## src/rtl/grayscale_to_rgb565_pkg.sv

```systemverilog
// Shared types and RGB565 field layout for the grayscale-to-RGB565 expander.
package grayscale_pkg;

   typedef enum logic [1:0] {
      EMPTY  = 2'd0,
      HALF_A = 2'd1,
      HALF_B = 2'd2
   } state_e;

   localparam int GRAY_W = 8;
   localparam int PIX_W  = 16;

   localparam int R_W   = 5;
   localparam int G_W   = 6;
   localparam int B_W   = 5;
   localparam int R_OFF = 11;
   localparam int G_OFF = 5;
   localparam int B_OFF = 0;

endpackage

```

## src/rtl/grayscale_to_rgb565_if.sv

```systemverilog
// Stream bundle: 4-pixel gray words in, 2-pixel RGB565 words out, with frame-last flag.
interface grayscale_to_rgb565_if;
   logic        inValid;
   logic        inReady;
   logic [31:0] inData;
   logic        outValid;
   logic        outReady;
   logic [31:0] outData;
   logic        outLast;

   modport slave (
      input  inValid, inData, outReady,
      output inReady, outValid, outData, outLast
   );

   modport master (
      output inValid, inData, outReady,
      input  inReady, outValid, outData, outLast
   );
endinterface

```

## src/rtl/grayscale_to_rgb565_expand.sv

```systemverilog
// Single-pixel gray8 -> RGB565 replication, purely combinational.
module gray8ToRgb565
   import grayscale_pkg::*;
(
   input  logic [GRAY_W-1:0] gray,
   output logic [PIX_W-1:0]  rgb
);
   logic unused_lsbs;

   // Truncate to each channel's width; the two lowest gray bits never reach any channel.
   assign rgb[R_OFF +: R_W] = gray[GRAY_W-1 -: R_W];
   assign rgb[G_OFF +: G_W] = gray[GRAY_W-1 -: G_W];
   assign rgb[B_OFF +: B_W] = gray[GRAY_W-1 -: B_W];

   assign unused_lsbs = ^gray[1:0];
endmodule

```

## src/rtl/grayscale_to_rgb565.sv

```systemverilog
// Splits each 4-pixel gray word into two registered RGB565 words; first word valid after the accept edge.
// Holds outputs stable under outReady=0; accepts a new word only when empty or when the last half leaves.
module grayscale_to_rgb565
   import grayscale_pkg::*;
#(
   parameter int FRAME_PIXELS = 307200
)(
   input  logic                  clock,
   input  logic                  nReset,
   input  logic                  clear,
   grayscale_to_rgb565_if.slave  bus
);
   localparam int WORDS_PER_FRAME = FRAME_PIXELS / 2;
   localparam int CNT_W = (WORDS_PER_FRAME > 1) ? $clog2(WORDS_PER_FRAME) : 1;
   localparam logic [CNT_W-1:0] LAST_IDX = CNT_W'(WORDS_PER_FRAME - 1);

   state_e            state_q, state_d;
   logic [15:0]       hold_q, hold_d;
   logic [31:0]       out_dat_q, out_dat_d;
   logic              out_vld_q, out_vld_d;
   logic              out_last_q, out_last_d;
   logic [CNT_W-1:0]  cnt_q, cnt_d;

   logic              in_hs, out_hs, in_rdy;
   logic              sel_new, load_dat;
   logic [15:0]       src_pair;
   logic [PIX_W-1:0]  pix_lo, pix_hi;

   assign in_rdy = !clear && ((state_q == EMPTY) || ((state_q == HALF_B) && bus.outReady));
   assign in_hs  = bus.inValid && in_rdy;
   assign out_hs = out_vld_q && bus.outReady && !clear;

   // A fresh word supplies p0,p1 directly; otherwise the held p2,p3 feed the expanders.
   assign src_pair = sel_new ? bus.inData[15:0] : hold_q;

   gray8ToRgb565 u_exp_lo (.gray(src_pair[7:0]),  .rgb(pix_lo));
   gray8ToRgb565 u_exp_hi (.gray(src_pair[15:8]), .rgb(pix_hi));

   always_comb begin
      state_d  = state_q;
      hold_d   = hold_q;
      cnt_d    = cnt_q;
      sel_new  = 1'b0;
      load_dat = 1'b0;

      if (clear) begin
         state_d = EMPTY;
         cnt_d   = '0;
      end else begin
         if (out_hs) begin
            cnt_d = (cnt_q == LAST_IDX) ? '0 : cnt_q + CNT_W'(1);
         end
         unique case (state_q)
            EMPTY: begin
               if (in_hs) begin
                  sel_new  = 1'b1;
                  load_dat = 1'b1;
                  hold_d   = bus.inData[31:16];
                  state_d  = HALF_A;
               end
            end
            HALF_A: begin
               if (out_hs) begin
                  load_dat = 1'b1;
                  state_d  = HALF_B;
               end
            end
            HALF_B: begin
               if (out_hs && in_hs) begin
                  sel_new  = 1'b1;
                  load_dat = 1'b1;
                  hold_d   = bus.inData[31:16];
                  state_d  = HALF_A;
               end else if (out_hs) begin
                  state_d  = EMPTY;
               end
            end
            default: state_d = EMPTY;
         endcase
      end

      out_dat_d  = load_dat ? {pix_hi, pix_lo} : out_dat_q;
      out_vld_d  = (state_d != EMPTY);
      out_last_d = out_vld_d && (cnt_d == LAST_IDX);
   end

   always_ff @(posedge clock or negedge nReset) begin
      if (!nReset) begin
         state_q    <= EMPTY;
         hold_q     <= '0;
         out_dat_q  <= '0;
         out_vld_q  <= 1'b0;
         out_last_q <= 1'b0;
         cnt_q      <= '0;
      end else begin
         state_q    <= state_d;
         hold_q     <= hold_d;
         out_dat_q  <= out_dat_d;
         out_vld_q  <= out_vld_d;
         out_last_q <= out_last_d;
         cnt_q      <= cnt_d;
      end
   end

   assign bus.inReady  = in_rdy;
   assign bus.outValid = out_vld_q;
   assign bus.outData  = out_dat_q;
   assign bus.outLast  = out_last_q;
endmodule

```

## src/flat_wrapper.sv

```systemverilog
// flat-port wrapper written by rule: the top's interface ports become plain ports
module grayscale_to_rgb565_flat import grayscale_pkg::*;
#(
   parameter int FRAME_PIXELS = 307200
)
  (clock, nReset, clear, bus_inValid, bus_inData, bus_outReady, bus_inReady, bus_outValid, bus_outData, bus_outLast);
  grayscale_to_rgb565_if bus_i ();
  input  logic clock;
  input  logic nReset;
  input  logic clear;
  input wire logic [$bits(bus_i.inValid)-1:0] bus_inValid;
  input wire logic [$bits(bus_i.inData)-1:0] bus_inData;
  input wire logic [$bits(bus_i.outReady)-1:0] bus_outReady;
  output wire logic [$bits(bus_i.inReady)-1:0] bus_inReady;
  output wire logic [$bits(bus_i.outValid)-1:0] bus_outValid;
  output wire logic [$bits(bus_i.outData)-1:0] bus_outData;
  output wire logic [$bits(bus_i.outLast)-1:0] bus_outLast;
  assign bus_i.inValid = bus_inValid;
  assign bus_i.inData = bus_inData;
  assign bus_i.outReady = bus_outReady;
  assign bus_inReady = bus_i.inReady;
  assign bus_outValid = bus_i.outValid;
  assign bus_outData = bus_i.outData;
  assign bus_outLast = bus_i.outLast;
  grayscale_to_rgb565 #(.FRAME_PIXELS(FRAME_PIXELS)) u_core (.clock(clock), .nReset(nReset), .clear(clear), .bus(bus_i));
endmodule
```

## config.mk

```make
export PLATFORM = sky130hd
export DESIGN_NAME = grayscale_to_rgb565_flat
export DESIGN_NICKNAME = d
export VERILOG_FILES = /design/src/rtl/grayscale_to_rgb565_pkg.sv /design/src/rtl/grayscale_to_rgb565_if.sv /design/src/rtl/grayscale_to_rgb565_expand.sv /design/src/rtl/grayscale_to_rgb565.sv /design/src/flat_wrapper.sv
export SDC_FILE = /design/constraint.sdc
export NUM_CORES = 1
export LEC_CHECK = 0
export ABC_AREA = 1
export CORE_MARGIN = 10
export CORE_UTILIZATION = 40
export DETAILED_ROUTE_END_ITERATION = 10
export PLACE_DENSITY = 0.72
export SLEW_MARGIN = 5
export SYNTH_ARGS = -nofsm -noshare
export SYNTH_HDL_FRONTEND = slang
export SYNTH_HIERARCHICAL = 1
export SYNTH_SLANG_ARGS = --single-unit
```

## constraint.sdc

```tcl
create_clock -name clock -period 1.72 [get_ports clock]
set_input_delay 0.172 -clock clock [delete_from_list [all_inputs] [get_ports clock]]
set_output_delay 0.172 -clock clock [all_outputs]
set_load 0.05 [all_outputs]
```

# Yosys cells after proc, flatten, opt, wreduce, memory -nomap -nowiden
# Cells that the tools add are included.
# W data, S select, Z words.
[op_classes] n_bitwise=1 eq_ne=6 n_reduce_logical=13 n_addsub=1 n_mux=20
[ops] operator="$mux W18" count=3
[ops] operator="$mux W16" count=3
[ops] operator="$eq A18 B18 Y1 const B" count=2
[ops] operator="$pmux W16 S2" count=1
[ops] operator="$add A18 B1 Y18 const B" count=1
[ops] operator="$mux W2" count=5
[ops] operator="$logic_and A1 B1 Y1" count=7
[ops] operator="$pmux W2 S3" count=1
[ops] operator="$mux W1" count=5
[ops] operator="$reduce_and A4 Y1" count=1
[ops] operator="$reduce_bool A2 Y1" count=2
[ops] operator="$pmux W1 S3" count=1
[ops] operator="$eq A2 B1 Y1 const B" count=1
[ops] operator="$eq A2 B2 Y1 const B" count=1
[ops] operator="$logic_not A2 Y1" count=1
[ops] operator="$ne A2 B1 Y1 const B" count=1
[ops] operator="$ne A2 B2 Y1 const B" count=1
[ops] operator="$pmux W1 S2" count=1
[ops] operator="$logic_not A1 Y1" count=1
[ops] operator="$logic_or A1 B1 Y1" count=1
[ops] operator="$not A1 Y1" count=1
[word_totals] elab_cells=47 ff_bits=70 output_inout_bits=35

# Depth between registers and ports, before layout
[depth] word_depth=11 mapped_depth=14 depth_no_buf=14

# Cells and area by module
# Netlist, hierarchy kept.
[modules_own_cells] mod="grayscale_to_rgb565" area_each_um2=3500.9 cells_each=387 instances=1
[modules_own_cells] mod="gray8ToRgb565" area_each_um2=120.1 cells_each=16 instances=2

# Worst setup path before layout
# Ideal clock, no wire load.
[synth_timing] kind="register to register" from="register u_core.out_vld_q, in the netlist u_core/bus.outValid" to="register u_core.out_dat_q[23], in the netlist u_core/bus.outData[23]" required_time_ns=1.595 period_less_slack_ns=1.905 path_stages_with_launch=9 setup_time_ns=0.125 setup_slack_ns=-0.185 arrival_ns=1.780 path_cell_list="dfrtp_1 -> nand3_4 -> nand2_4 -> nand2_4 -> buf_2 -> nand2_1 -> nand2_1 -> buf_4 -> mux2_2"
[synth_between] elab_chain_len=7 word_cells_on_any_way=10
[synth_rtl] element="start: declaration" line="grayscale_to_rgb565.sv:20" rtl="logic out_vld_q, out_vld_d;"
[synth_rtl] element="start signal: assignment" line="grayscale_to_rgb565.sv:99" rtl="out_vld_q <= out_vld_d;"
[synth_rtl] element="$logic_and A1 B1 Y1 (2 in series)" line="grayscale_to_rgb565.sv:31" rtl="assign out_hs = out_vld_q && bus.outReady && !clear;"
[synth_rtl] element="$logic_and A1 B1 Y1" line="grayscale_to_rgb565.sv:69" rtl="if (out_hs && in_hs) begin"
[synth_rtl] element="$mux W1" line="grayscale_to_rgb565.sv:69"
[synth_rtl] element="$pmux W1 S2" line="grayscale_to_rgb565.sv:53" rtl="unique case (state_q)"
[synth_rtl] element="$mux W1" line="grayscale_to_rgb565.sv:46" rtl="if (clear) begin"
[synth_rtl] element="$mux W16" line="grayscale_to_rgb565.sv:34" rtl="assign src_pair = sel_new ? bus.inData[15:0] : hold_q;"
[synth_rtl] element="named net u_core.src_pair[12]" line="grayscale_to_rgb565.sv:26" rtl="logic [15:0] src_pair;"
[synth_rtl] element="end signal: assignment" line="grayscale_to_rgb565.sv:98" rtl="out_dat_q <= out_dat_d;"
[synth_rtl] element="end: declaration" line="grayscale_to_rgb565.sv:19" rtl="logic [31:0] out_dat_q, out_dat_d;"
# The timed path passes the listed nets, and every way through them passes these cells.
# A chain may end at the register's enable or synchronous reset.

# Worst setup path in the final report
[layout_timing] from="register u_core.cnt_q[0]" to="register u_core.out_last_q, in the netlist u_core/bus.outLast"
[layout_between] elab_chain_len=6 word_cells_on_any_way=7
[layout_rtl] element="start: declaration" line="grayscale_to_rgb565.sv:22" rtl="logic [CNT_W-1:0] cnt_q, cnt_d;"
[layout_rtl] element="start signal: assignment" line="grayscale_to_rgb565.sv:101" rtl="cnt_q <= cnt_d;"
[layout_rtl] element="$add A18 B1 Y18 / $eq A18 B18 Y1 (equally long branches)" line="grayscale_to_rgb565.sv:51" rtl="cnt_d = (cnt_q == LAST_IDX) ? '0 : cnt_q + CNT_W'(1);"
[layout_rtl] element="$mux W18" line="grayscale_to_rgb565.sv:51"
[layout_rtl] element="$mux W18 *" line="grayscale_to_rgb565.sv:50" rtl="if (out_hs) begin"
[layout_rtl] element="$mux W18 *" line="grayscale_to_rgb565.sv:46"
[layout_rtl] element="$eq A18 B18 Y1 *" line="grayscale_to_rgb565.sv:84" rtl="out_last_d = out_vld_d && (cnt_d == LAST_IDX);"
[layout_rtl] element="$logic_and A1 B1 Y1 *" line="grayscale_to_rgb565.sv:84"
[layout_rtl] element="named net u_core.out_last_d" line="grayscale_to_rgb565.sv:21" rtl="logic out_last_q, out_last_d;"
[layout_rtl] element="end signal: assignment" line="grayscale_to_rgb565.sv:100" rtl="out_last_q <= out_last_d;"
[layout_rtl] element="end: declaration" line="grayscale_to_rgb565.sv:21"
# Mark *: on every way through the listed nets, which the timed path passes. The rest lies on a longest branch.

==> out/results.tsv <==
stage	metric	value	unit
grt	vias in the first global route	3009	
grt	first-pass GRT wire length	14800	µm
final_layout	Finished Layout Cells	594	
final_layout	cell area after layout	4840	µm²
routing	routed vias/inst	4.81	
placed_design	DP Area	4420	µm²
grt	gr ovfl total	0	
logic_synthesis	Synth Cell Area	3560	µm²
sta	Final Hold Fails	0	
pwr	pwr dens	1200	nW/µm²
critical_path	slowest stage delay, CP	0.42	ns
floorplan	initial cell density of the core	41.0	%
critical_path	Slowest cell on crit path	dfrtp_1	
floorplan	Chip Width	114	µm
floorplan	row cnt	34	
clocking	clk_lat worst skew	0.34	ns
clocking	count of clock tree sinks	66	
critical_path	Top delay family on crit path	simple AND/OR/NAND/NOR gates	
final_layout	Synth-to-Final Area Change	36.0	%
critical_path	type of origin of the critical path	flip-flop	
clocking	Clock Path Buffers	2	
routing	DRC	0	
final_layout	most frequent cells in the layout	nand2_1, dfrtp_1, buf_4	
pwr	leakage	2.56	nW
run_status	status	finished with violations	
critical_path	number of buffers and inverters on the critical path	2	
critical_path	WP data required	1.99	ns
logic_synthesis	post-synthesis area per instance	9.00	µm²
final_layout	Post-layout nets	519	
clocking	Clock Pin Slew Worst Setup and Hold Paths	0.07	ns
final_layout	leading cell type in the layout, fill and taps excluded	nand2_1	
clocking	TritonCTS buffer count	9	
sta	Fmax achieved	576	MHz
clocking	Clk Tree Root Cell	clkbuf_8	
routing	first-iteration detailed-routing DRC count	153	
sta	Least-Margin Pin Slew	0.552	ns
sta	final hold slack	0.334	ns
sta	clock skew	0.0162	ns
critical_path	critical path arrival	2.00	ns
placed_design	Port Buf Inserts	63	
clocking	TritonCTS clock tree	built	
sta	Final period util	101	%
worst_hold_path	hold crit path type	input port to flip-flop	
critical_path	critical path class	flip-flop to flip-flop	
critical_path	most used cell, CP	nand2_1	
floorplan	Die Height	114	µm
sta	setup violators final	1	
routing	WL final	9100	µm
routing	post-route antenna net violation count	0	
sta	Min Clock Period, post-route	1.74	ns
grt	GR Util All Layers	14.1	%
sta	Max Transition Viols Final	0	
sta	Slew headroom	63.2	%
logic_synthesis	Syn Nets	433	
critical_path	crit end category	flip-flop	
grt	initial antenna violation count	0	
floorplan	num ports	72	
final_layout	final core utilization	55.7	%
logic_synthesis	Syn Inst Count	395	
pwr	largest vdd supply drop	566	µV
routing	WL per Instance	15.3	µm
run	total of max-cap violations	0	
run_status	failing checks	negative setup slack	
critical_path	CP Cell Sequence	buf_4 -> inv_1 -> nor2_2 -> nand2_1 -> nor2_4 -> nand2_1 -> o21bai_1 -> nand3_1 -> nor2_1 -> nand2_1 -> nor2_1	
floorplan	die area	13100	µm²
clocking	H-tree level count	3	
floorplan	core area	8680	µm²
critical_path	worst-path fanout max	4	
placed_design	gp weighted congestion	0.844	
grt	largest net degree at the start of global routing	43	
logic_synthesis	Synthesis Warnings	6	
routing	Via Count	2857	
final_layout	Antenna diodes	0	
sta	final worst slack	-0.0154	ns
final_layout	share of cells above drive strength 1	28.6	%
routing	Pre-Repair DR Iteration Count	4	
placed_design	Detailed Place HPWL	6800	µm
sta	unrepaired setup endpoints after global routing	yes	
placed_design	placed instance count	575	
## power breakdown
| group | total, mW | internal, mW | leakage [nW] | switching (mW) |
|---|---|---|---|---|
| sequential | 2.00 | 1.84 | 0.850 | 0.159 |
| combinational | 2.08 | 0.818 | 1.58 | 1.26 |
| clock | 1.72 | 1.12 | 0.127 | 0.602 |
| total | 5.79 | 3.77 | 2.56 | 2.02 |
## routing by layer
metal | track usage [%] | routed length, µm | vias to the layer above | share of wire [%]
li1 | - | - | 1410 | -
met1 | 16.9 | 3960 | 1383 | 44
met2 | 23.4 | 4630 | 51 | 51
met3 | 3.20 | 339 | 13 | 3.7
met4 | 6.35 | 165 | 0 | 1.8
met5 | 0 | 0 | - | 0
## repair_timing
action	in CTS	in global routing
resized for setup	18	29
setup buffers	1	1
pin swaps	7	13
hold endpoints to repair	66	0
hold buffers	1	0
setup endpoints to repair	6	51
## metrics by stage
step	TNS, ns	power, mW	setup slack [ns]
6_report	-0.0154	5.79	-0.0154
2_1_floorplan	0	3.51	0.0116
5_1_grt	-0.152	6.05	-0.152
4_1_cts	-0.0158	5.87	-0.0158
3_3_place_gp	-9.69	4.10	-0.283
3_5_place_dp	-10.70	4.14	-0.309
## worst register-to-register path: cells and delay by family (launching register included)
kind                   cells  cell delay (ns)
AO/OA/AOI/OAI              1             0.14
buffers and inverters      2             0.20
flip-flops                 1             0.42
AND/OR/NAND/NOR            8             0.92
## final cells by class
type                            count  area, µm²
Clock buffer                       10        128
Clock inverter                      6        136
Fill cell                         754       3840
Inverter                           40        150
Multi-Input combinational cell    247       1540
Sequential cell                    66       1650
Tap cell                          108        135
Timing Repair Buffer              117       1090
## final timing paths
path / endpoint / cells past startpoint / slack (ns) / start
max in group asynchronous: u_core/cnt_q[2] / 3 / 0.81 / nReset
max reg2reg: u_core/bus.outLast / 11 / -0.02 / u_core/cnt_q[0]
min reg2reg: u_core/hold_q[2] / 2 / 0.48 / u_core/hold_q[2]
max: u_core/bus.outLast / 11 / -0.02 / u_core/cnt_q[0]
min in group asynchronous: u_core/bus.outData[0] / 3 / 0.40 / nReset
min: u_core/cnt_q[6] / 3 / 0.33 / clear
## flip-flops by register name, indices dropped and copies added (netlist names)
| name | cells |
|---|---|
| u_core/hold_q | 12 |
| u_core/state_q | 2 |
| u_core/bus.outData | 32 |
| u_core/bus.outValid | 1 |
| u_core/cnt_q | 18 |
| u_core/bus.outLast | 1 |
Power figures use the tool's default switching activity.
